<file path="config.mk">
export PLATFORM = sky130hd
export DESIGN_NAME = mem_port_arbiter_flat
export DESIGN_NICKNAME = d
export VERILOG_FILES = /design/src/rtl/mem_port_arbiter_if.sv /design/src/rtl/mem_port_arbiter.sv /design/src/flat_wrapper.sv
export SDC_FILE = /design/constraint.sdc
export NUM_CORES = 1
export LEC_CHECK = 0
export ABC_AREA = 1
export CORE_MARGIN = 8
export CORE_UTILIZATION = 46
export DETAILED_ROUTE_END_ITERATION = 10
export HOLD_SLACK_MARGIN = 0.05
export PLACE_DENSITY = 0.95
export SKIP_CTS_REPAIR_TIMING = 1
export SLEW_MARGIN = 20
export SYNTH_ARGS = -nofsm -noshare
export SYNTH_HDL_FRONTEND = slang
export SYNTH_SLANG_ARGS = --single-unit
</file>
<file path="constraint.sdc">
create_clock -name soc_clk -period 5.6 [get_ports soc_clk]
set_clock_uncertainty 0.15 [all_clocks]
set_input_delay 1.12 -clock soc_clk [delete_from_list [all_inputs] [get_ports soc_clk]]
set_output_delay 1.12 -clock soc_clk [all_outputs]
set_load 0.01 [all_outputs]
</file>
<file path="src/rtl/mem_port_arbiter_if.sv">
// Shared SRAM/MMU port bundle: IF and MEM requesters on one side,
// the MMU issue/complete handshake on the other.
interface mem_port_arbiter_if;
  logic        if_req;
  logic [31:0] if_addr;
  logic        if_ack;
  logic [31:0] if_rdata;
  logic        mem_req;
  logic [31:0] mem_addr;
  logic [31:0] mem_wdata;
  logic [3:0]  mem_be;
  logic        mem_rw;
  logic        mem_ack;
  logic [31:0] mem_rdata;
  logic        sram_req;
  logic [31:0] sram_addr;
  logic [31:0] sram_wdata;
  logic [3:0]  sram_be;
  logic        sram_rw;
  logic        sram_done;
  logic [31:0] sram_rdata;
  logic        bus_err;
  logic        busy;
  logic        owner;

  modport slave (
    input  if_req, if_addr,
    input  mem_req, mem_addr, mem_wdata, mem_be, mem_rw,
    input  sram_done, sram_rdata,
    output if_ack, if_rdata, mem_ack, mem_rdata,
    output sram_req, sram_addr, sram_wdata, sram_be, sram_rw,
    output bus_err, busy, owner
  );

  modport master (
    output if_req, if_addr,
    output mem_req, mem_addr, mem_wdata, mem_be, mem_rw,
    output sram_done, sram_rdata,
    input  if_ack, if_rdata, mem_ack, mem_rdata,
    input  sram_req, sram_addr, sram_wdata, sram_be, sram_rw,
    input  bus_err, busy, owner
  );
endinterface

</file>
<file path="src/rtl/mem_port_arbiter.sv">
// Serialises IF and MEM accesses onto one SRAM/MMU port.
// MEM has priority; IF gets a guaranteed slot after a contested streak.
module mem_port_arbiter #(
  parameter int unsigned STARVE_LIMIT = 3,
  parameter int unsigned TIMEOUT      = 16
) (
  input logic               soc_clk,
  input logic               soc_reset_n,
  mem_port_arbiter_if.slave bus
);
  typedef enum logic [1:0] {
    IDLE, ISSUE, WAIT, RESP
  } state_t;

  localparam logic [3:0] SLIM = 4'(STARVE_LIMIT);
  localparam logic [7:0] TLIM = 8'(TIMEOUT - 1);

  state_t     state;
  logic [3:0] streak;
  logic [7:0] tcnt;
  logic       any_req;
  logic       pick_mem;
  logic       fin;
  logic       tout;

  always_comb begin
    any_req  = bus.if_req | bus.mem_req;
    pick_mem = bus.mem_req
             & ~(bus.if_req & (streak == SLIM));
    tout     = ~bus.sram_done;
    unique case (state)
      ISSUE:   fin = bus.sram_done;
      WAIT:    fin = bus.sram_done | (tcnt == TLIM);
      default: fin = 1'b0;
    endcase
  end

  always_ff @(posedge soc_clk or negedge soc_reset_n) begin
    if (!soc_reset_n) begin
      state          <= IDLE;
      streak         <= '0;
      tcnt           <= '0;
      bus.sram_req   <= 1'b0;
      bus.sram_addr  <= '0;
      bus.sram_wdata <= '0;
      bus.sram_be    <= '0;
      bus.sram_rw    <= 1'b0;
      bus.if_ack     <= 1'b0;
      bus.if_rdata   <= '0;
      bus.mem_ack    <= 1'b0;
      bus.mem_rdata  <= '0;
      bus.bus_err    <= 1'b0;
      bus.busy       <= 1'b0;
      bus.owner      <= 1'b0;
    end else begin
      bus.sram_req <= 1'b0;
      bus.if_ack   <= 1'b0;
      bus.mem_ack  <= 1'b0;
      unique case (state)
        IDLE: begin
          if (any_req) begin
            state        <= ISSUE;
            bus.busy     <= 1'b1;
            bus.sram_req <= 1'b1;
            tcnt         <= '0;
            if (pick_mem) begin
              bus.owner      <= 1'b1;
              bus.sram_addr  <= bus.mem_addr;
              bus.sram_wdata <= bus.mem_wdata;
              bus.sram_be    <= bus.mem_be;
              bus.sram_rw    <= bus.mem_rw;
              if (!bus.if_req)        streak <= '0;
              else if (streak != SLIM) streak <= streak + 4'd1;
            end else begin
              bus.owner      <= 1'b0;
              bus.sram_addr  <= bus.if_addr;
              bus.sram_wdata <= '0;
              bus.sram_be    <= 4'hF;
              bus.sram_rw    <= 1'b0;
              streak         <= '0;
            end
          end
        end
        ISSUE, WAIT: begin
          if (fin) begin
            state       <= RESP;
            bus.bus_err <= tout;
            // timeouts and writes return zero data
            if (bus.owner) begin
              bus.mem_ack   <= 1'b1;
              bus.mem_rdata <= (tout | bus.sram_rw) ? '0
                                                    : bus.sram_rdata;
            end else begin
              bus.if_ack   <= 1'b1;
              bus.if_rdata <= tout ? '0 : bus.sram_rdata;
            end
          end else if (state == ISSUE) begin
            state <= WAIT;
          end else begin
            tcnt <= tcnt + 8'd1;
          end
        end
        RESP: begin
          state       <= IDLE;
          bus.busy    <= 1'b0;
          bus.bus_err <= 1'b0;
        end
        default: state <= IDLE;
      endcase
    end
  end
endmodule

</file>
<file path="src/flat_wrapper.sv">
// flat-port wrapper written by rule: the top's interface ports become plain ports
module mem_port_arbiter_flat 
#(
  parameter int unsigned STARVE_LIMIT = 3,
  parameter int unsigned TIMEOUT      = 16
)
  (soc_clk, soc_reset_n, bus_if_req, bus_if_addr, bus_mem_req, bus_mem_addr, bus_mem_wdata, bus_mem_be, bus_mem_rw, bus_sram_done, bus_sram_rdata, bus_if_ack, bus_if_rdata, bus_mem_ack, bus_mem_rdata, bus_sram_req, bus_sram_addr, bus_sram_wdata, bus_sram_be, bus_sram_rw, bus_bus_err, bus_busy, bus_owner);
  mem_port_arbiter_if bus_i ();
  input logic soc_clk;
  input logic soc_reset_n;
  input wire logic [$bits(bus_i.if_req)-1:0] bus_if_req;
  input wire logic [$bits(bus_i.if_addr)-1:0] bus_if_addr;
  input wire logic [$bits(bus_i.mem_req)-1:0] bus_mem_req;
  input wire logic [$bits(bus_i.mem_addr)-1:0] bus_mem_addr;
  input wire logic [$bits(bus_i.mem_wdata)-1:0] bus_mem_wdata;
  input wire logic [$bits(bus_i.mem_be)-1:0] bus_mem_be;
  input wire logic [$bits(bus_i.mem_rw)-1:0] bus_mem_rw;
  input wire logic [$bits(bus_i.sram_done)-1:0] bus_sram_done;
  input wire logic [$bits(bus_i.sram_rdata)-1:0] bus_sram_rdata;
  output wire logic [$bits(bus_i.if_ack)-1:0] bus_if_ack;
  output wire logic [$bits(bus_i.if_rdata)-1:0] bus_if_rdata;
  output wire logic [$bits(bus_i.mem_ack)-1:0] bus_mem_ack;
  output wire logic [$bits(bus_i.mem_rdata)-1:0] bus_mem_rdata;
  output wire logic [$bits(bus_i.sram_req)-1:0] bus_sram_req;
  output wire logic [$bits(bus_i.sram_addr)-1:0] bus_sram_addr;
  output wire logic [$bits(bus_i.sram_wdata)-1:0] bus_sram_wdata;
  output wire logic [$bits(bus_i.sram_be)-1:0] bus_sram_be;
  output wire logic [$bits(bus_i.sram_rw)-1:0] bus_sram_rw;
  output wire logic [$bits(bus_i.bus_err)-1:0] bus_bus_err;
  output wire logic [$bits(bus_i.busy)-1:0] bus_busy;
  output wire logic [$bits(bus_i.owner)-1:0] bus_owner;
  assign bus_i.if_req = bus_if_req;
  assign bus_i.if_addr = bus_if_addr;
  assign bus_i.mem_req = bus_mem_req;
  assign bus_i.mem_addr = bus_mem_addr;
  assign bus_i.mem_wdata = bus_mem_wdata;
  assign bus_i.mem_be = bus_mem_be;
  assign bus_i.mem_rw = bus_mem_rw;
  assign bus_i.sram_done = bus_sram_done;
  assign bus_i.sram_rdata = bus_sram_rdata;
  assign bus_if_ack = bus_i.if_ack;
  assign bus_if_rdata = bus_i.if_rdata;
  assign bus_mem_ack = bus_i.mem_ack;
  assign bus_mem_rdata = bus_i.mem_rdata;
  assign bus_sram_req = bus_i.sram_req;
  assign bus_sram_addr = bus_i.sram_addr;
  assign bus_sram_wdata = bus_i.sram_wdata;
  assign bus_sram_be = bus_i.sram_be;
  assign bus_sram_rw = bus_i.sram_rw;
  assign bus_bus_err = bus_i.bus_err;
  assign bus_busy = bus_i.busy;
  assign bus_owner = bus_i.owner;
  mem_port_arbiter #(.STARVE_LIMIT(STARVE_LIMIT), .TIMEOUT(TIMEOUT)) u_core (.soc_clk(soc_clk), .soc_reset_n(soc_reset_n), .bus(bus_i));
endmodule
</file>
==> impl_metrics.yaml <==
setup_path:
  cp-end-kind: "register"
  start_kind: "input pin"
  path_max_fanout: 36
  path_class: "in -> reg"
  reg2reg_depth: 9
  reg2reg_from: "u_core.state[1]"
  crit_arrival_ns: 3.64
  timing.rr.end: "u_core.bus.mem_rdata[28]"
  rrSetupSlack_ns: 2.66
  worst_ep_required_time_ns: 5.81
synth:
  seq_area_frac_synth_pct: 58.1
  ys_ff_latch: 153
  synth_cell_types: 28
  syn_inst: 740
  syn-cell-area_um2: 6590
  yosysWarnings: 0
  syn_area_per_cell_um2: 8.91
  syn_nets: 884
placement:
  io_buffer_count: 276
  dp_slack_ns: 1.68
  hpwl_mm: 15.8
  gp_congestion: 0.849
floorplanning:
  dieArea_um2: 18400
  die_y_um: 136
  die_w_um: 136
  io_pins: 277
  coreArea_um2: 13900
  rows: 43
  floorplan.initialDensity_pct: 47.3
timing:
  hold_viol: 0
  slew-limit-headroom_pct: 30.6
  setup_ws_ns: 2.17
  setup_tns_ns: 0
  setup-violations-final: 0
  post-route-period-util_pct: 61.2
  max_slew.worst_pin.slew_ns: 1.04
  min_period_ns: 3.43
  maxSlewViolCount: 0
  clock.fmax_mhz: 292
  rsz0062_at_grt: "false"
routing:
  detail_route.wl_per_cell_um: 18.9
  vias: 6247
  dr.pass1.iters: 4
  via_per_inst: 5.25
  final_antenna_net_count: 0
  drt-initial-drc-count: 456
  drc: 0
  drt-total-wl_mm: 22.4
global_routing:
  grt_pass1_vias: 6384
  grt_max_degree: 117
  antenna_found_initial: 1
  globalRouteTotalUtil_pct: 24.0
  grt_pass1_wl_mm: 34.5
  overflow: 0
worst_hold_path:
  min_path_cells: 2
  worstHoldStart: "u_core.bus.mem_rdata[22]"
  min_to: "u_core.bus.mem_rdata[22]"
  hold_path_class: "reg -> reg"
cts:
  path_clk_slew_ns: 0.07
  cts-root-buf: "clkbuf_16"
  cts_tree: "built"
  ctsLongestPathBuffers: 2
  cts_sinks: 153
  clk_latency_ns: 0.42
  numCtsBuffers: 17
  cts.htree.levels: 4
finish:
  drive_gt1_share_pct: 5.26
  nets: 1139
  fillers: 950
  multiInputGateArea_um2: 2360
  areaGrowthSynthToFinish_pct: 52.7
  final_util_pct: 72.2
  ff_latch_area_um2: 3830
status:
  status: "complete, no violations"
power:
  p_leak_nw: 4.64
  power_density_nw_per_um2: 541
  peakVddDrop_mv: 0.336
flow_run:
  cap_violations: 0
[synth_stat cells]
library cell | n | area share, %
a21oi_1 | 65 | 4.9
a22o_1 | 32 | 4.3
buf_1 | 1 | 0.057
buf_2 | 15 | 1.1
buf_4 | 5 | 0.57
buf_6 | 4 | 0.68
clkbuf_1 | 19 | 1.1
clkbuf_2 | 2 | 0.15
dfrtp_1 | 153 | 58
ha_1 | 6 | 1.1
inv_1 | 47 | 2.7
inv_2 | 2 | 0.11
nand2_1 | 197 | 11
nand2_4 | 1 | 0.17
nand3_1 | 13 | 0.99
nand3_2 | 1 | 0.15
nand3b_1 | 1 | 0.11
nand4_1 | 1 | 0.095
nor2_1 | 83 | 4.7
nor2_2 | 1 | 0.095
nor2_8 | 1 | 0.30
o21ai_0 | 52 | 3.9
o21ai_1 | 27 | 2.1
o21bai_2 | 1 | 0.17
o22ai_1 | 2 | 0.19
or2_2 | 5 | 0.47
xnor2_1 | 1 | 0.13
xor2_1 | 2 | 0.27
[sequential cells by signal (all words and copies together), names as in the netlist]
signal and flops:
u_core.bus.mem_ack 1, u_core.tcnt 8, u_core.bus.sram_rw 1, u_core.streak 4, u_core.bus.sram_wdata 32, u_core.bus.sram_be 4
u_core.bus.busy 1, u_core.bus.sram_addr 32, u_core.bus.if_ack 1, u_core.bus.sram_req 1, u_core.bus.mem_rdata 32, u_core.bus.bus_err 1
u_core.state 2, u_core.bus.owner 1, u_core.bus.if_rdata 32
[metal layers]
metal,vias to the layer above,global-route usage [%],part of all wire [%]
met5,-,0,0
met4,0,14.4,5.1
met3,76,6.05,5.7
met2,264,40.5,51
met1,3006,27.0,38
li1,2901,-,-
[placed cells by master, fill, tap and decap left out, drive strengths merged]
cell,instances
a21oi,65
a22o,32
buf,6
bufinv,4
clkbuf,23
clkdlybuf4s50,275
clkinv,1
clkinvlp,4
dfrtp,153
diode,1
ha,6
inv,50
nand2,198
nand3,14
nand3b,1
nand4,1
nor2,85
o21ai,79
o21bai,1
o22ai,2
or2,5
xnor2,1
xor2,2
[power by group]
group	leakage, nW	switching, W	internal [W]
Clock	0.305	0.000456	0.000795
Combinational	2.40	0.00119	0.00115
Sequential	1.94	0.000285	0.00156
[worst max-delay path: stages]
cell,delay [ns]
clkdlybuf4s50_1,0.45
buf_4,0.34
a21oi_1,0.12
nor2_1,0.23
nand2_1,0.36
buf_4,0.36
nor2_8,0.40
nand2_1,0.11
nand2_1,0.10
[how the worst max path moves through the flow]
stage / from / end / slack (ns) / cells after the start
after floorplan: bus_sram_done / u_core.tcnt[5] / 3.31 / 8
after global routing: bus_sram_done / u_core.bus.mem_rdata[28] / 1.95 / 9
after global placement: bus_sram_done / u_core.bus.if_rdata[17] / 1.90 / 6
after detailed placement: bus_sram_done / u_core.bus.if_rdata[24] / 1.68 / 6
final: bus_sram_done / u_core.bus.mem_rdata[28] / 2.17 / 9
after CTS: bus_sram_done / u_core.bus.if_rdata[20] / 1.99 / 6
[through the flow]
| step | total power [W] | std cells | hold slack [ns] | cell area [µm²] |
|---|---|---|---|---|
| floorplan | 0.00290 | 740 | 0.325 | 6590 |
| global placement | 0.00408 | 1156 | 0.314 | 9400 |
| detailed placement | 0.00418 | 1156 | 0.327 | 9400 |
| CTS | 0.00547 | 1188 | 0.339 | 10000 |
| global route | 0.00573 | 1189 | 0.367 | 10100 |
| finish | 0.00544 | 1189 | 0.331 | 10100 |
[cells by family (layout without fill, tap and decap cells)]
kind of cell	Yosys count	after routing	synth area share, %
AND/OR/NAND/NOR	304	304	18.3
AO/OA/AOI/OAI	179	179	15.5
flip-flops	153	153	58.1
buffers and inverters	95	363	6.47
adder cells (fa/ha/maj)	6	6	1.14
XOR/XNOR	3	3	0.399
other	0	1	0
[layout make-up]
type / count / area share (%)
inverter: 49 / 1.83
tap: 180 / 2.24
timing repair buffer: 282 / 27.9
antenna: 1 / 0.0249
clock inverter: 10 / 1.63
sequential: 153 / 38.1
multi-input combinational: 492 / 23.5
clock buffer: 22 / 4.81
Note: power is estimated with default switching activity, not from simulation.
